File: src/rtl/inst_decode_stage.sv
// inst_decode_stage: queued RV32 decode stage with HALT FSM and event counters; DECODE_RV32M_DIV_EN enables DIV/DIVU/REM/REMU
`ifndef INST_DECODE_DEFS
`define INST_DECODE_DEFS
`define ALU_OPA_IS_REGA  2'd0
`define ALU_OPA_IS_NPC   2'd1
`define ALU_OPA_IS_PC    2'd2
`define ALU_OPA_IS_ZR    2'd3
`define ALU_OPB_IS_REGB  2'd0
`define ALU_OPB_IS_I_IMM 2'd1
`define ALU_OPB_IS_SB_IMM 2'd2
`define ALU_OPB_IS_UJ_IMM 2'd3
`define DEST_NONE        1'b0
`define DEST_IS_REGC     1'b1
`define ALU_ADD    5'd0
`define ALU_SUB    5'd1
`define ALU_SLT    5'd2
`define ALU_SLTU   5'd3
`define ALU_AND    5'd4
`define ALU_OR     5'd5
`define ALU_XOR    5'd6
`define ALU_SLL    5'd7
`define ALU_SRL    5'd8
`define ALU_SRA    5'd9
`define ALU_MUL    5'd10
`define ALU_MULH   5'd11
`define ALU_MULHSU 5'd12
`define ALU_MULHU  5'd13
`define ALU_DIV    5'd14
`define ALU_DIVU   5'd15
`define ALU_REM    5'd16
`define ALU_REMU   5'd17
`endif

module inst_decode_stage #(
  parameter int QDEPTH = 4,
  parameter int CNT_W  = 32
) (
  input  logic             clock,
  input  logic             reset,
  input  logic             flush,
  input  logic             in_valid,
  output logic             in_ready,
  input  logic [31:0]      in_inst,
  input  logic [31:0]      in_pc,
  output logic             out_valid,
  input  logic             out_ready,
  output logic [31:0]      out_pc,
  output logic [31:0]      out_inst,
  output logic [1:0]       opa_select,
  output logic [1:0]       opb_select,
  output logic             dest_reg,
  output logic [4:0]       alu_func,
  output logic             rd_mem,
  output logic             wr_mem,
  output logic             cond_branch,
  output logic             uncond_branch,
  output logic             halt,
  output logic             illegal,
  output logic             halted,
  output logic [CNT_W-1:0] dec_count,
  output logic [CNT_W-1:0] ill_count
);
  localparam int AW = $clog2(QDEPTH);
  localparam logic [AW:0] FULL = (AW+1)'(QDEPTH);
  localparam logic [0:0] RUN  = 1'b0;
  localparam logic [0:0] HALT = 1'b1;

  logic [31:0] q_inst [QDEPTH];
  logic [31:0] q_pc [QDEPTH];
  logic [AW-1:0] wp, rp;
  logic [AW:0] count;
  logic [0:0] state;
  logic push, load, consume;
  logic [6:0] op, f7;
  logic [2:0] f3;
  logic [11:0] imm;
  logic [1:0] d_opa, d_opb;
  logic d_dest, d_rd, d_wr, d_cb, d_ub, d_halt, d_ill;
  logic [4:0] d_alu;

  assign op       = q_inst[rp][6:0];
  assign f3       = q_inst[rp][14:12];
  assign f7       = q_inst[rp][31:25];
  assign imm      = q_inst[rp][31:20];
  assign in_ready = (state == RUN) && (count < FULL);
  assign push     = in_valid && in_ready;
  assign load     = |count && (state == RUN) && (!out_valid || out_ready);
  assign consume  = out_valid && out_ready;
  assign halted   = state == HALT;

  // decode the queue head; anything illegal collapses to the noop control set
  always_comb begin
    d_opa  = `ALU_OPA_IS_REGA;
    d_opb  = `ALU_OPB_IS_REGB;
    d_dest = `DEST_NONE;
    d_alu  = `ALU_ADD;
    d_rd   = 1'b0;
    d_wr   = 1'b0;
    d_cb   = 1'b0;
    d_ub   = 1'b0;
    d_halt = 1'b0;
    d_ill  = 1'b0;
    case (op)
      7'b0110011: begin
        d_dest = `DEST_IS_REGC;
        case ({f7, f3})
          {7'h00, 3'd0}: d_alu = `ALU_ADD;
          {7'h20, 3'd0}: d_alu = `ALU_SUB;
          {7'h00, 3'd1}: d_alu = `ALU_SLL;
          {7'h00, 3'd2}: d_alu = `ALU_SLT;
          {7'h00, 3'd3}: d_alu = `ALU_SLTU;
          {7'h00, 3'd4}: d_alu = `ALU_XOR;
          {7'h00, 3'd5}: d_alu = `ALU_SRL;
          {7'h20, 3'd5}: d_alu = `ALU_SRA;
          {7'h00, 3'd6}: d_alu = `ALU_OR;
          {7'h00, 3'd7}: d_alu = `ALU_AND;
          {7'h01, 3'd0}: d_alu = `ALU_MUL;
          {7'h01, 3'd1}: d_alu = `ALU_MULH;
          {7'h01, 3'd2}: d_alu = `ALU_MULHSU;
          {7'h01, 3'd3}: d_alu = `ALU_MULHU;
`ifdef DECODE_RV32M_DIV_EN
          {7'h01, 3'd4}: d_alu = `ALU_DIV;
          {7'h01, 3'd5}: d_alu = `ALU_DIVU;
          {7'h01, 3'd6}: d_alu = `ALU_REM;
          {7'h01, 3'd7}: d_alu = `ALU_REMU;
`endif
          default:       d_ill = 1'b1;
        endcase
      end
      7'b0010011: begin
        d_dest = `DEST_IS_REGC;
        d_opb  = `ALU_OPB_IS_I_IMM;
        case (f3)
          3'd0:    d_alu = `ALU_ADD;
          3'd1:    d_alu = `ALU_SLL;
          3'd2:    d_alu = `ALU_SLT;
          3'd3:    d_alu = `ALU_SLTU;
          3'd4:    d_alu = `ALU_XOR;
          3'd5:    d_alu = |f7 ? `ALU_SRA : `ALU_SRL;
          3'd6:    d_alu = `ALU_OR;
          default: d_alu = `ALU_AND;
        endcase
      end
      7'b0000011: begin
        d_dest = `DEST_IS_REGC;
        d_opb  = `ALU_OPB_IS_I_IMM;
        d_rd   = 1'b1;
        d_ill  = f3 != 3'd2;
      end
      7'b0100011: begin
        d_opb = `ALU_OPB_IS_SB_IMM;
        d_wr  = 1'b1;
        d_ill = f3 != 3'd2;
      end
      7'b1100011: begin
        d_opa = `ALU_OPA_IS_PC;
        d_opb = `ALU_OPB_IS_SB_IMM;
        d_cb  = 1'b1;
        d_ill = f3[2:1] == 2'b01;
      end
      7'b1101111: begin
        d_opa  = `ALU_OPA_IS_PC;
        d_opb  = `ALU_OPB_IS_UJ_IMM;
        d_dest = `DEST_IS_REGC;
        d_ub   = 1'b1;
      end
      7'b1100111: begin
        d_opb  = `ALU_OPB_IS_I_IMM;
        d_dest = `DEST_IS_REGC;
        d_ub   = 1'b1;
        d_ill  = |f3;
      end
      7'b0110111: begin
        d_opa  = `ALU_OPA_IS_ZR;
        d_opb  = `ALU_OPB_IS_UJ_IMM;
        d_dest = `DEST_IS_REGC;
      end
      7'b0010111: begin
        d_opa  = `ALU_OPA_IS_PC;
        d_opb  = `ALU_OPB_IS_UJ_IMM;
        d_dest = `DEST_IS_REGC;
      end
      7'b1110011: begin
        d_halt = imm == 12'd1;
        d_ill  = imm != 12'd1;
      end
      default: d_ill = 1'b1;
    endcase
    if (d_ill) begin
      d_opa  = `ALU_OPA_IS_REGA;
      d_opb  = `ALU_OPB_IS_REGB;
      d_dest = `DEST_NONE;
      d_alu  = `ALU_ADD;
      d_rd   = 1'b0;
      d_wr   = 1'b0;
      d_cb   = 1'b0;
      d_ub   = 1'b0;
    end
  end

  // queue storage; validity is tracked by pointers and count, so no reset needed
  always_ff @(posedge clock) begin
    if (push) begin
      q_inst[wp] <= in_inst;
      q_pc[wp]   <= in_pc;
    end
  end

  // queue pointers, output slot, RUN/HALT state and event counters
  always_ff @(posedge clock) begin
    if (reset) begin
      wp            <= '0;
      rp            <= '0;
      count         <= '0;
      state         <= RUN;
      out_valid     <= 1'b0;
      out_pc        <= '0;
      out_inst      <= '0;
      opa_select    <= `ALU_OPA_IS_REGA;
      opb_select    <= `ALU_OPB_IS_REGB;
      dest_reg      <= `DEST_NONE;
      alu_func      <= `ALU_ADD;
      rd_mem        <= 1'b0;
      wr_mem        <= 1'b0;
      cond_branch   <= 1'b0;
      uncond_branch <= 1'b0;
      halt          <= 1'b0;
      illegal       <= 1'b0;
      dec_count     <= '0;
      ill_count     <= '0;
    end else if (flush) begin
      wp        <= '0;
      rp        <= '0;
      count     <= '0;
      out_valid <= 1'b0;
      state     <= RUN;
    end else begin
      wp    <= wp + AW'(push);
      rp    <= rp + AW'(load);
      count <= count + (AW+1)'(push) - (AW+1)'(load);
      if (load) begin
        out_valid     <= 1'b1;
        out_pc        <= q_pc[rp];
        out_inst      <= q_inst[rp];
        opa_select    <= d_opa;
        opb_select    <= d_opb;
        dest_reg      <= d_dest;
        alu_func      <= d_alu;
        rd_mem        <= d_rd;
        wr_mem        <= d_wr;
        cond_branch   <= d_cb;
        uncond_branch <= d_ub;
        halt          <= d_halt;
        illegal       <= d_ill;
        if (d_ill || d_halt) state <= HALT;
      end else if (consume) begin
        out_valid <= 1'b0;
      end
      if (consume) begin
        ill_count <= ill_count + CNT_W'(illegal);
        dec_count <= dec_count + CNT_W'(!illegal);
      end
    end
  end
endmodule

File: config.mk
export PLATFORM = sky130hd
export DESIGN_NAME = inst_decode_stage
export DESIGN_NICKNAME = d
export VERILOG_FILES = /design/src/rtl/inst_decode_stage.sv
export SDC_FILE = /design/constraint.sdc
export NUM_CORES = 1
export LEC_CHECK = 0
export CAP_MARGIN = 20
export CORE_AREA = 2 2 191 175
export DETAILED_ROUTE_END_ITERATION = 12
export DIE_AREA = 0 0 193 177
export GPL_ROUTABILITY_DRIVEN = 1
export GPL_TIMING_DRIVEN = 0
export HOLD_SLACK_MARGIN = 0.03
export PLACE_DENSITY = 0.79
export SETUP_SLACK_MARGIN = 0.5
export SLEW_MARGIN = 10
export SYNTH_ARGS = -nofsm -noshare
export SYNTH_HDL_FRONTEND = slang
export SYNTH_SLANG_ARGS = --single-unit
File: constraint.sdc
create_clock -name clock -period 5.56 [get_ports clock]
set_input_delay 0.556 -clock clock [delete_from_list [all_inputs] [get_ports clock]]
set_output_delay 0.556 -clock clock [all_outputs]
set_load 0.03 [all_outputs]
==> results of run 1 <==
[through the flow]
step	total power [uW]	std cells	setup WS, ns	utilization, %
2_1_floorplan	5110	1113	1.29	-
3_3_place_gp	5850	1748	-0.825	56.5
3_5_place_dp	5940	1763	1.59	57.3
4_1_cts	8670	1838	1.54	61.4
5_1_grt	8960	1840	1.42	61.4
6_report	8590	1843	1.55	61.4
[critical path, stage by stage (launching register included)]
cell	delay, ns
dfxtp_1	0.33
buf_2	0.28
buf_1	0.54
clkbuf_1	0.58
mux4_2	0.43
nor2_1	0.33
nand3_1	0.23
o221a_2	0.36
or4b_4	0.53
buf_6	0.18
o21ai_2	0.13
[cells in the final DEF, fill, tap and decap left out, types with 6 or more instances in the layout]
cell type	count
ha_1	8
edfxtp_1	256
mux4_2	64
xor2_1	32
clkbuf_1	57
nor3_1	15
nor4_1	10
nor2_1	77
and2_1	8
or3_1	8
nand4_1	17
clkbuf_16	42
xnor2_1	27
dfxtp_1	152
o21ai_2	9
inv_1	12
o21ai_0	7
a21oi_1	84
buf_8	13
nand3_1	25
and3_1	11
nand2b_1	6
nand2_1	177
clkdlybuf4s50_1	213
[cells by family after synthesis]
kind of cell    after synthesis  synth area share, %
buf+inv                      67                 1.80
simple gates                383                 11.3
compound gates              121                 4.52
xor+xnor                     59                 3.32
mux                          65                 9.32
fa+ha+maj                     9                0.771
flops                       408                 68.9
other cells                   1               0.0241
[power groups by stage]
stage	Clock (uW)	Combinational, uW	Sequential [uW]
2_1_floorplan	0	1080	4040
3_3_place_gp	0	2030	3820
3_5_place_dp	0	2130	3810
4_1_cts	2770	2150	3750
5_1_grt	2880	2310	3780
6_report	2710	2130	3750
[final cells by class]
type / instances / area share (%)
Tap cell: 422 / 2.66
Timing Repair Buffer: 228 / 12.0
Inverter: 12 / 0.227
Buffer: 55 / 1.18
Clock inverter: 17 / 0.945
Antenna cell: 5 / 0.0630
Clock buffer: 58 / 5.75
Sequential cell: 408 / 54.0
Multi-Input combinational cell: 638 / 23.2
[worst paths after layout]
check	startpoint	to	slack, ns	cells after the start
max reg2reg	rp[1]	opb_select[0]	1.55	10
min	out_pc[29]	out_pc[29]	0.45	2
min reg2reg	out_pc[29]	out_pc[29]	0.45	2
max	rp[1]	opb_select[0]	1.55	10
[metal layers]
metal / global-route usage (%) / wire (um) / part of all wire [%]
met5: 0 / 13 / 0.036
met4: 6.98 / 880 / 2.4
met3: 5.02 / 2900 / 8.0
met2: 34.9 / 17300 / 48
met1: 28.4 / 15100 / 42
[cells in the mapped netlist (all sizes together) (10+ instances only)]
master and number:
nor4 10, edfxtp 256, dfxtp 152, mux4 64
and3 12, xnor2 27, nor2 77, nand3 25
buf 11, nand2 177, nand4 17, xor2 32
o21ai 17, inv 12, a21oi 84, nor3 17
clkbuf 44
==> key figures, run 1 <==
Detailed routing
  • First drt pass iteration count: 5
  • Via count: 10,000
  • DRC viols: 0
  • DR vias/cell: 5.43
  • 1st-iter DRT viols: about 600
  • Routed len/inst: slightly below 20 um
  • Final ANT Viol Nets: 0
  • WL final: 36.2 mm

Final layout
  • Finished Cell Area: 0.0199 mm2
  • Multi-input gate area: about 0.0046 mm2
  • Reg area: 0.0107 mm2
  • Fill cells: approximately 2,400
  • Final net count: 1,462
  • Largest regs: q_inst: 128 flops, q_pc: 128 flops
  • P&R area growth vs syn: 27.5%
  • Layout cells sized above 1: 11.5%

Die
  • Core Footprint: around 0.032 mm2
  • Initial Util: between 40% and 50%
  • Die H: roughly 180 um
  • Die X-Extent: 193 um
  • Row count: between 60 and 70
  • Die area: 0.0342 mm2
  • I/O pin count: 216

STA
  • Clock skew: about 0.026 ns
  • Relative slew margins: 36.2%
  • Final period util: roughly 70%
  • WHS: approximately 0.45 ns
  • RSZ-0062 raised after global routing: false
  • Setup TNS: 0 ns
  • F_max: between 200 and 250 MHz
  • Tightest Pin Transition: 0.957 ns
  • Final Hold Vio Count: 0
  • Final setup fails: 0
  • Min cycle time layout: 4.01 ns
  • Slew Limit Fails: 0

Global route
  • First-pass GRT wire length: around 55 mm
  • GR Util All Layers: a little over a fifth
  • Total grt overflow: 0
  • Vias in the first global route: slightly below 10,000
  • Largest net degree at the start of global routing: 36
  • Initial antenna violation count: 5

Clocking
  • Post-CTS setup buffers: 0
  • Root Driver: clkbuf_16
  • # H-tree levels: 2
  • # hold bufs at CTS: 0
  • Post-cts gate resize count: 0
  • Clock Latency Late Sink: roughly 0.56 ns
  • Clock Sinks: ~410
  • Max Buffers Root-to-Sink: 3
  • Cts bufs inserted: between 40 and 50
  • Clk slew on worst S/H paths: 0.06 ns
  • CTS tree: done

Logic synthesis
  • Post-synthesis cell count: between 1,000 and 1,500
  • Synth Area per Inst: between 10 and 15 um2
  • Yosys cell types: between 50 and 60
  • Synth async-reset ratio: 0%
  • Syn Nets: roughly 1,200
  • Count of flip-flops with a built-in enable after synthesis: 256
  • Area leader, netlist: edfxtp_1
  • Post-Syn Area: ~0.016 mm2
  • Seq/Total Area, Yosys: 68.9%
  • Area contributors post-synth: edfxtp_1 (49%), dfxtp_1 (20%), mux4_2 (9.3%), nand2_1 (4.3%), a21oi_1 (2.7%)
  • Synth Flop Type: edfxtp_1
  • Yosys Warn Count: 0
  • Synth Register Bits: around 400
  • Area share of the largest cell type after synthesis: around half

Place
  • Hpwl dp: roughly 25 mm
  • Placer congestion estimate: 0.888
  • Placed cell area: ~0.019 mm2
  • Port Buffer Count: 213

Critical path
  • Crit-path max FO: 10
  • Setup CP Type: flop to flop
  • Crit end category: flop
  • CP Launch Type: flop
  • CP arrival: between 4 and 5 ns
  • Worst path required time: around 6.0 ns

Power and ir drop
  • Sw Share: between 20% and 30%
  • Pint: ~6000 uW
  • Pleak: roughly 0.0064 uW
  • Logic pwr share: between 20% and 30%
  • Sequential power share: a little over two fifths
  • NetSw: around 2600 uW
  • Clk pwr share: 31.6%
  • Pwr dens: between 400 and 500 mW/mm2
  • VDD IR-drop max: 0.292 mV

Job
  • MaxCap Viol Count: 0

Hold path
  • Class of the worst hold path: flop to flop

Status
  • Status: finished clean
Power figures use the tool's default switching activity.
==> run 2, diff against run 1 <==
--- a/config.mk
+++ b/config.mk
@@ -6,13 +6,13 @@
 export NUM_CORES = 1
 export LEC_CHECK = 0
 export CAP_MARGIN = 20
-export CORE_AREA = 2 2 191 175
+export CORE_AREA = 2 2 182 167
 export DETAILED_ROUTE_END_ITERATION = 12
-export DIE_AREA = 0 0 193 177
+export DIE_AREA = 0 0 184 169
 export GPL_ROUTABILITY_DRIVEN = 1
 export GPL_TIMING_DRIVEN = 0
 export HOLD_SLACK_MARGIN = 0.03
-export PLACE_DENSITY = 0.79
+export PLACE_DENSITY = 0.82
 export SETUP_SLACK_MARGIN = 0.5
 export SLEW_MARGIN = 10
 export SYNTH_ARGS = -nofsm -noshare
==> constraint.sdc (replaced) <==
create_clock -name clock -period 3.9 [get_ports clock]
set_input_delay 0.39 -clock clock [delete_from_list [all_inputs] [get_ports clock]]
set_output_delay 0.39 -clock clock [all_outputs]
set_load 0.03 [all_outputs]
==> run 2 against run 1 <==
Compared with the run above: clock power increased by 43%; total power up 44%; utilization is 6.6 points higher; sequential power up 42%; combinational power up 46%; routed wire length about the same; sequential share of layout area fell by 0.17 points; critical endpoint is now dest_reg.
==> key figures, run 2 (synthesis results as in run 1) <==
STA
  • Clock skew: about 0.017 ns
  • WHS: around 0.37 ns
  • Tightest Pin Transition: 0.929 ns
  • Relative slew margins: 38.1%
  • Min cycle time layout: 3.22 ns
  • Final worst slack: approximately 0.68 ns
  • Final setup fails: 0
  • RSZ-0062 raised after global routing: false
  • F_max: between 300 and 400 MHz
  • Final Hold Vio Count: 0
  • Slew Limit Fails: 0
  • Final period util: 82.7%

Place
  • Port Buffer Count: 213
  • Place WS: -0.129 ns
  • Hpwl dp: 24.7 mm
  • Placer congestion estimate: between 0.8 and 0.9

Clocking
  • Clk slew on worst S/H paths: ~0.06 ns
  • # hold bufs at CTS: 0
  • Cts bufs inserted: 42
  • # H-tree levels: 2
  • CTS tree: done
  • Clock Sinks: ~400
  • Root Driver: clkbuf_16
  • Clock Latency Late Sink: 0.54 ns
  • Max Buffers Root-to-Sink: 3

Critical path
  • Worst path required time: 4.36 ns
  • CP arrival: around 3.7 ns
  • Crit-path max FO: 10
  • Worst path buffer plus inverter count: 4
  • Crit end category: flop
  • CP max stage cell: mux4_2
  • CP top delay family: simple AND/OR/NAND/NOR gates
  • Setup CP Type: flop to flop
  • CP Launch Type: flop
  • Crit path top cell by count: buf_6
  • Critical Path, Cell by Cell: buf_6, buf_6, buf_6, mux4_2, nor3_4, nand3_1, o221a_2, or4b_4, buf_6, o21ai_2
  • CP peak stage delay: 0.56 ns

Global route
  • GR Util All Layers: between 20 and 25%
  • Largest net degree at the start of global routing: 37
  • Initial antenna violation count: 5
  • Total grt overflow: 0
  • First-pass GRT wire length: 55.3 mm
  • Vias in the first global route: between 10,000 and 15,000

Detailed routing
  • 1st-iter DRT viols: around 740
  • Via count: roughly 10,000
  • DRC viols: 0
  • WL final: 36.2 mm
  • Routed len/inst: roughly 20 um
  • DR vias/cell: ~5.6
  • First drt pass iteration count: 5
  • Final ANT Viol Nets: 0

Die
  • I/O pin count: between 200 and 250
  • Die X-Extent: about 180 um
  • Initial Util: 53.2%
  • Die H: around 170 um
  • Die area: 0.0311 mm2
  • Core Footprint: about 0.029 mm2
  • Row count: 60

Power and ir drop
  • Final total power: 12,300 uW
  • VDD IR-drop max: between 0.4 and 0.5 mV
  • Pwr dens: between 600 and 700 mW/mm2
  • Pleak: around 0.0065 uW

Final layout
  • Final net count: 1,464
  • Layout cells sized above 1: about an eighth
  • Fill cells: slightly above 2,000
  • Largest regs: q_inst: 128 flops, q_pc: 128 flops
  • Final cell utilization of the core: 68.0%
  • P&R area growth vs syn: 27.9%
  • Most frequent cells in the layout: edfxtp_1 (256), clkdlybuf4s50_1 (213), nand2_1 (177)
  • Most common cell after layout, fill and taps aside: edfxtp_1

Status
  • Status: finished clean

Job
  • MaxCap Viol Count: 0

Hold path
  • Class of the worst hold path: primary input to flop
-- run 2: cell types whose count changed in the layout (fill, tap and decap cells not counted), sizes merged --
cell	previous run	this run
inv	13	15
diode	5	4
clkbuf	102	105
bufinv	3	2
clkinvlp	2	0
buf	26	27
-- run 2: final timing paths --
| kind | startpoint | endpoint | slack, ns | cells after the start |
|---|---|---|---|---|
| hold / removal | flush | count[2] | 0.37 | 2 |
| setup reg to reg | rp[0] | dest_reg | 0.68 | 10 |
| setup / recovery | rp[0] | dest_reg | 0.68 | 10 |
| hold reg to reg | out_pc[3] | out_pc[3] | 0.45 | 2 |
-- run 2: power by group --
group / internal (uW) / switching, uW
clock network: 2280 / 1610
registers: 5110 / 226
logic: 1280 / 1840
-- run 2: repair_timing --
action	in CTS	in global routing
cloned	0	0
setup endpoints to repair	16	12
resized for setup	7	4
buffers inserted	0	0
-- run 2: final cells by class --
class | count | area [um2] | share of cell area (%)
repair buffers | 229 | 2440 | 12.2
flip-flops and latches | 408 | 10700 | 53.9
multi-input cells | 638 | 4630 | 23.2
clock buffers | 61 | 1200 | 6.01
plain buffers | 55 | 249 | 1.25
diodes | 4 | 10.0 | 0.0503
inverters | 12 | 45.0 | 0.226
clock inverters | 16 | 151 | 0.760
well taps | 372 | 465 | 2.34
-- run 2: worst register-to-register path, delay by kind of cell (launching register included) --
kind                   cells  cell delay [ns]
muxes                      1             0.56
and+or+nand+nor            3             0.91
DFF                        1             0.37
buffers and inverters      4             0.82
AOI/OAI and AO/OA          2             0.49
-- run 2: metrics by stage --
step                      cells  instance area [um2]  setup TNS, ns
after global routing       1795                19900              0
after global placement     1698                18200        -154.09
final                      1795                19900              0
after detailed placement   1714                18500          -1.35
after CTS                  1791                19900              0
after floorplan            1113                15600              0
-- run 2: metal layers --
layer / global-route usage [%] / wire length [um] / vias up
met5: 0 / 27 / -
met2: 39.2 / 17600 / 435
met1: 29.5 / 14400 / 4959
li1: - / - / 4652
met3: 5.79 / 3200 / 70
met4: 7.30 / 971 / 4
==> run 3, diff against run 2 <==
--- a/config.mk
+++ b/config.mk
@@ -6,13 +6,13 @@
 export NUM_CORES = 1
 export LEC_CHECK = 0
 export CAP_MARGIN = 20
-export CORE_AREA = 2 2 182 167
+export CORE_AREA = 2 2 191 175
 export DETAILED_ROUTE_END_ITERATION = 12
-export DIE_AREA = 0 0 184 169
+export DIE_AREA = 0 0 193 177
 export GPL_ROUTABILITY_DRIVEN = 1
 export GPL_TIMING_DRIVEN = 0
 export HOLD_SLACK_MARGIN = 0.03
-export PLACE_DENSITY = 0.82
+export PLACE_DENSITY = 0.79
 export SETUP_SLACK_MARGIN = 0.5
 export SLEW_MARGIN = 10
 export SYNTH_ARGS = -nofsm -noshare
==> constraint.sdc (replaced) <==
create_clock -name clock -period 2.7 [get_ports clock]
set_input_delay 0.27 -clock clock [delete_from_list [all_inputs] [get_ports clock]]
set_output_delay 0.27 -clock clock [all_outputs]
set_load 0.03 [all_outputs]
==> run 3 against run 2 <==
Compared with the run above: combinational power rose by 58%; sequential power rose by 45%; the run now ends with negative setup slack left; largest cell class unchanged; clock power rose by 44%; global-route usage fell by 1.1 points; fmax rose by 8.2%.
==> key figures, run 3 (synthesis results as in run 1) <==
Final layout
  • P&R area growth vs syn: 31.2%
  • Fill cells: about 2,400
  • Multi-input gate area: around 0.0048 mm2
  • Largest regs: q_inst: 128 flops, q_pc: 128 flops
  • Most frequent cells in the layout: edfxtp_1 (256), clkdlybuf4s50_1 (213), nand2_1 (176)
  • Final net count: ~1,500
  • Finished Cell Area: 0.0204 mm2
  • Most common cell after layout, fill and taps aside: edfxtp_1
  • Layout cells sized above 1: between 15 and 20%
  • Reg area: 0.0107 mm2
  • Final cell utilization of the core: about 63%

Critical path
  • Reg2Reg Depth: 9
  • Worst path buffer plus inverter count: 3
  • R2R setup slack: -0.28 ns
  • CP Launch Type: flop
  • Setup CP Type: flop to flop
  • WP depth: 9
  • Crit end category: flop
  • RR Startpoint: rp[0]
  • Crit path top cell by count: buf_12
  • CP peak stage delay: roughly 0.54 ns
  • Critical Path Source: rp[0]
  • Critical Path Sink: wr_mem
  • CP top delay family: simple AND/OR/NAND/NOR gates
  • End of the worst register-to-register path: wr_mem
  • Crit-path max FO: 10
  • Critical Path, Cell by Cell: buf_12, buf_12, mux4_2, nor4b_4, nand3b_1, o221a_4, or4b_4, buf_12, o21ai_2
  • CP max stage cell: mux4_2
  • CP arrival: 3.45 ns
  • Worst path required time: around 3.2 ns

Die
  • Die H: around 180 um
  • Row count: between 60 and 70
  • Die area: about 0.034 mm2
  • I/O pin count: ~220
  • Die X-Extent: roughly 190 um
  • Initial Util: between 40% and 50%
  • Core Footprint: about 0.032 mm2

STA
  • Min cycle time layout: roughly 3.0 ns
  • F_max: 335 MHz
  • Final Hold Vio Count: 0
  • Final setup fails: 14
  • Relative slew margins: between 40% and 50%
  • RSZ-0062 raised after global routing: true
  • Setup TNS: -3.55 ns
  • Final worst slack: -0.282 ns
  • Tightest Pin Transition: 0.803 ns
  • Slew Limit Fails: 0
  • Final period util: 110%
  • WHS: ~0.27 ns
  • Clock skew: between 0.015 and 0.02 ns

Clocking
  • Clock Latency Late Sink: around 0.55 ns
  • Clk slew on worst S/H paths: approximately 0.060 ns
  • Max Buffers Root-to-Sink: 3
  • CTS tree: done
  • # H-tree levels: 2
  • Root Driver: clkbuf_16
  • Cts bufs inserted: 41
  • Clock Sinks: around 410

Power and ir drop
  • Pwr dens: 893 mW/mm2
  • VDD IR-drop max: 0.663 mV
  • Final total power: between 15,000 and 20,000 uW
  • Pleak: roughly 0.0068 uW

Detailed routing
  • 1st-iter DRT viols: 707
  • Routed len/inst: slightly above 20 um
  • DRC viols: 0
  • Via count: 10,200
  • First drt pass iteration count: 5
  • WL final: around 38 mm
  • DR vias/cell: 5.46
  • Final ANT Viol Nets: 0

Global route
  • Total grt overflow: 0
  • Initial antenna violation count: 4
  • Vias in the first global route: roughly 10,000
  • First-pass GRT wire length: roughly 57 mm
  • GR Util All Layers: between 20% and 30%
  • Largest net degree at the start of global routing: 36

Status
  • Failing checks: negative setup slack
  • Status: complete, but fails checks

Place
  • Placed cell area: approximately 0.019 mm2
  • Placer congestion estimate: between 0.8 and 0.9
  • Port Buffer Count: roughly 210
  • Hpwl dp: 24.8 mm

Job
  • MaxCap Viol Count: 0

Hold path
  • Class of the worst hold path: primary input to flop
==> run 3: cell types whose count changed in the layout (fill, tap and decap cells not counted), moves of 5 or more <==
| cell | change |
|---|---|
| buf_4 | +25 |
| clkbuf_1 | -13 |
| clkbuf_2 | +14 |
| dfxtp_1 | -6 |
| buf_8 | +5 |
| nor3_1 | -5 |
==> run 3: per-layer routing <==
layer  routed length, um  part of all wire [%]  track usage, %  up-vias
met1               15500                    41            29.5     5021
met3                3300                   8.8            5.63       57
met5                  31                 0.082               0        -
met2               18200                    48            36.5      420
met4                 687                   1.8            5.49        4
li1                    -                     -               -     4701
==> run 3: how the worst min path moves through the flow <==
stage | from | slack [ns] | end | depth (start not counted)
floorplan | in_inst[0] | 0.37 | q_inst[0][0] | 0
global placement | alu_func[3] | 0.44 | alu_func[3] | 2
detailed placement | dest_reg | 0.44 | dest_reg | 2
CTS | flush | 0.22 | count[2] | 2
global route | flush | 0.27 | count[2] | 2
finish | flush | 0.27 | count[2] | 2
==> run 3: layout make-up <==
type	instances	area share, %
diodes	2	0.0245
plain buffers	55	1.59
clock buffers	60	5.62
clock inverters	16	0.882
inverters	12	0.221
multi-input cells	638	23.5
flip-flops and latches	408	52.6
well taps	422	2.59
repair buffers	257	13.0
==> run 3: timing repair <==
item                       in CTS  in global routing
setup buffers                  25                  2
gates resized for setup        51                 37
setup endpoints to repair      95                 87
gates cloned                    2                  0
hold buffers                    0                  0
pin swaps                      10                  5
==> run 3: through the flow <==
| step | worst slack [ns] | instances |
|---|---|---|
| after global placement | -1.65 | 1748 |
| after CTS | -0.260 | 1866 |
| final | -0.282 | 1870 |
| after global routing | -0.376 | 1869 |
| after detailed placement | -0.696 | 1763 |
| after floorplan | -0.171 | 1113 |
==> run 3: report_power, final <==
group	leakage [uW]	total [uW]	switching [uW]	internal, uW
sequential	0.00358	7730	336	7390
clock	0.000648	5590	2330	3260
combinational	0.00253	4920	2800	2120
total	0.00675	18200	5460	12800
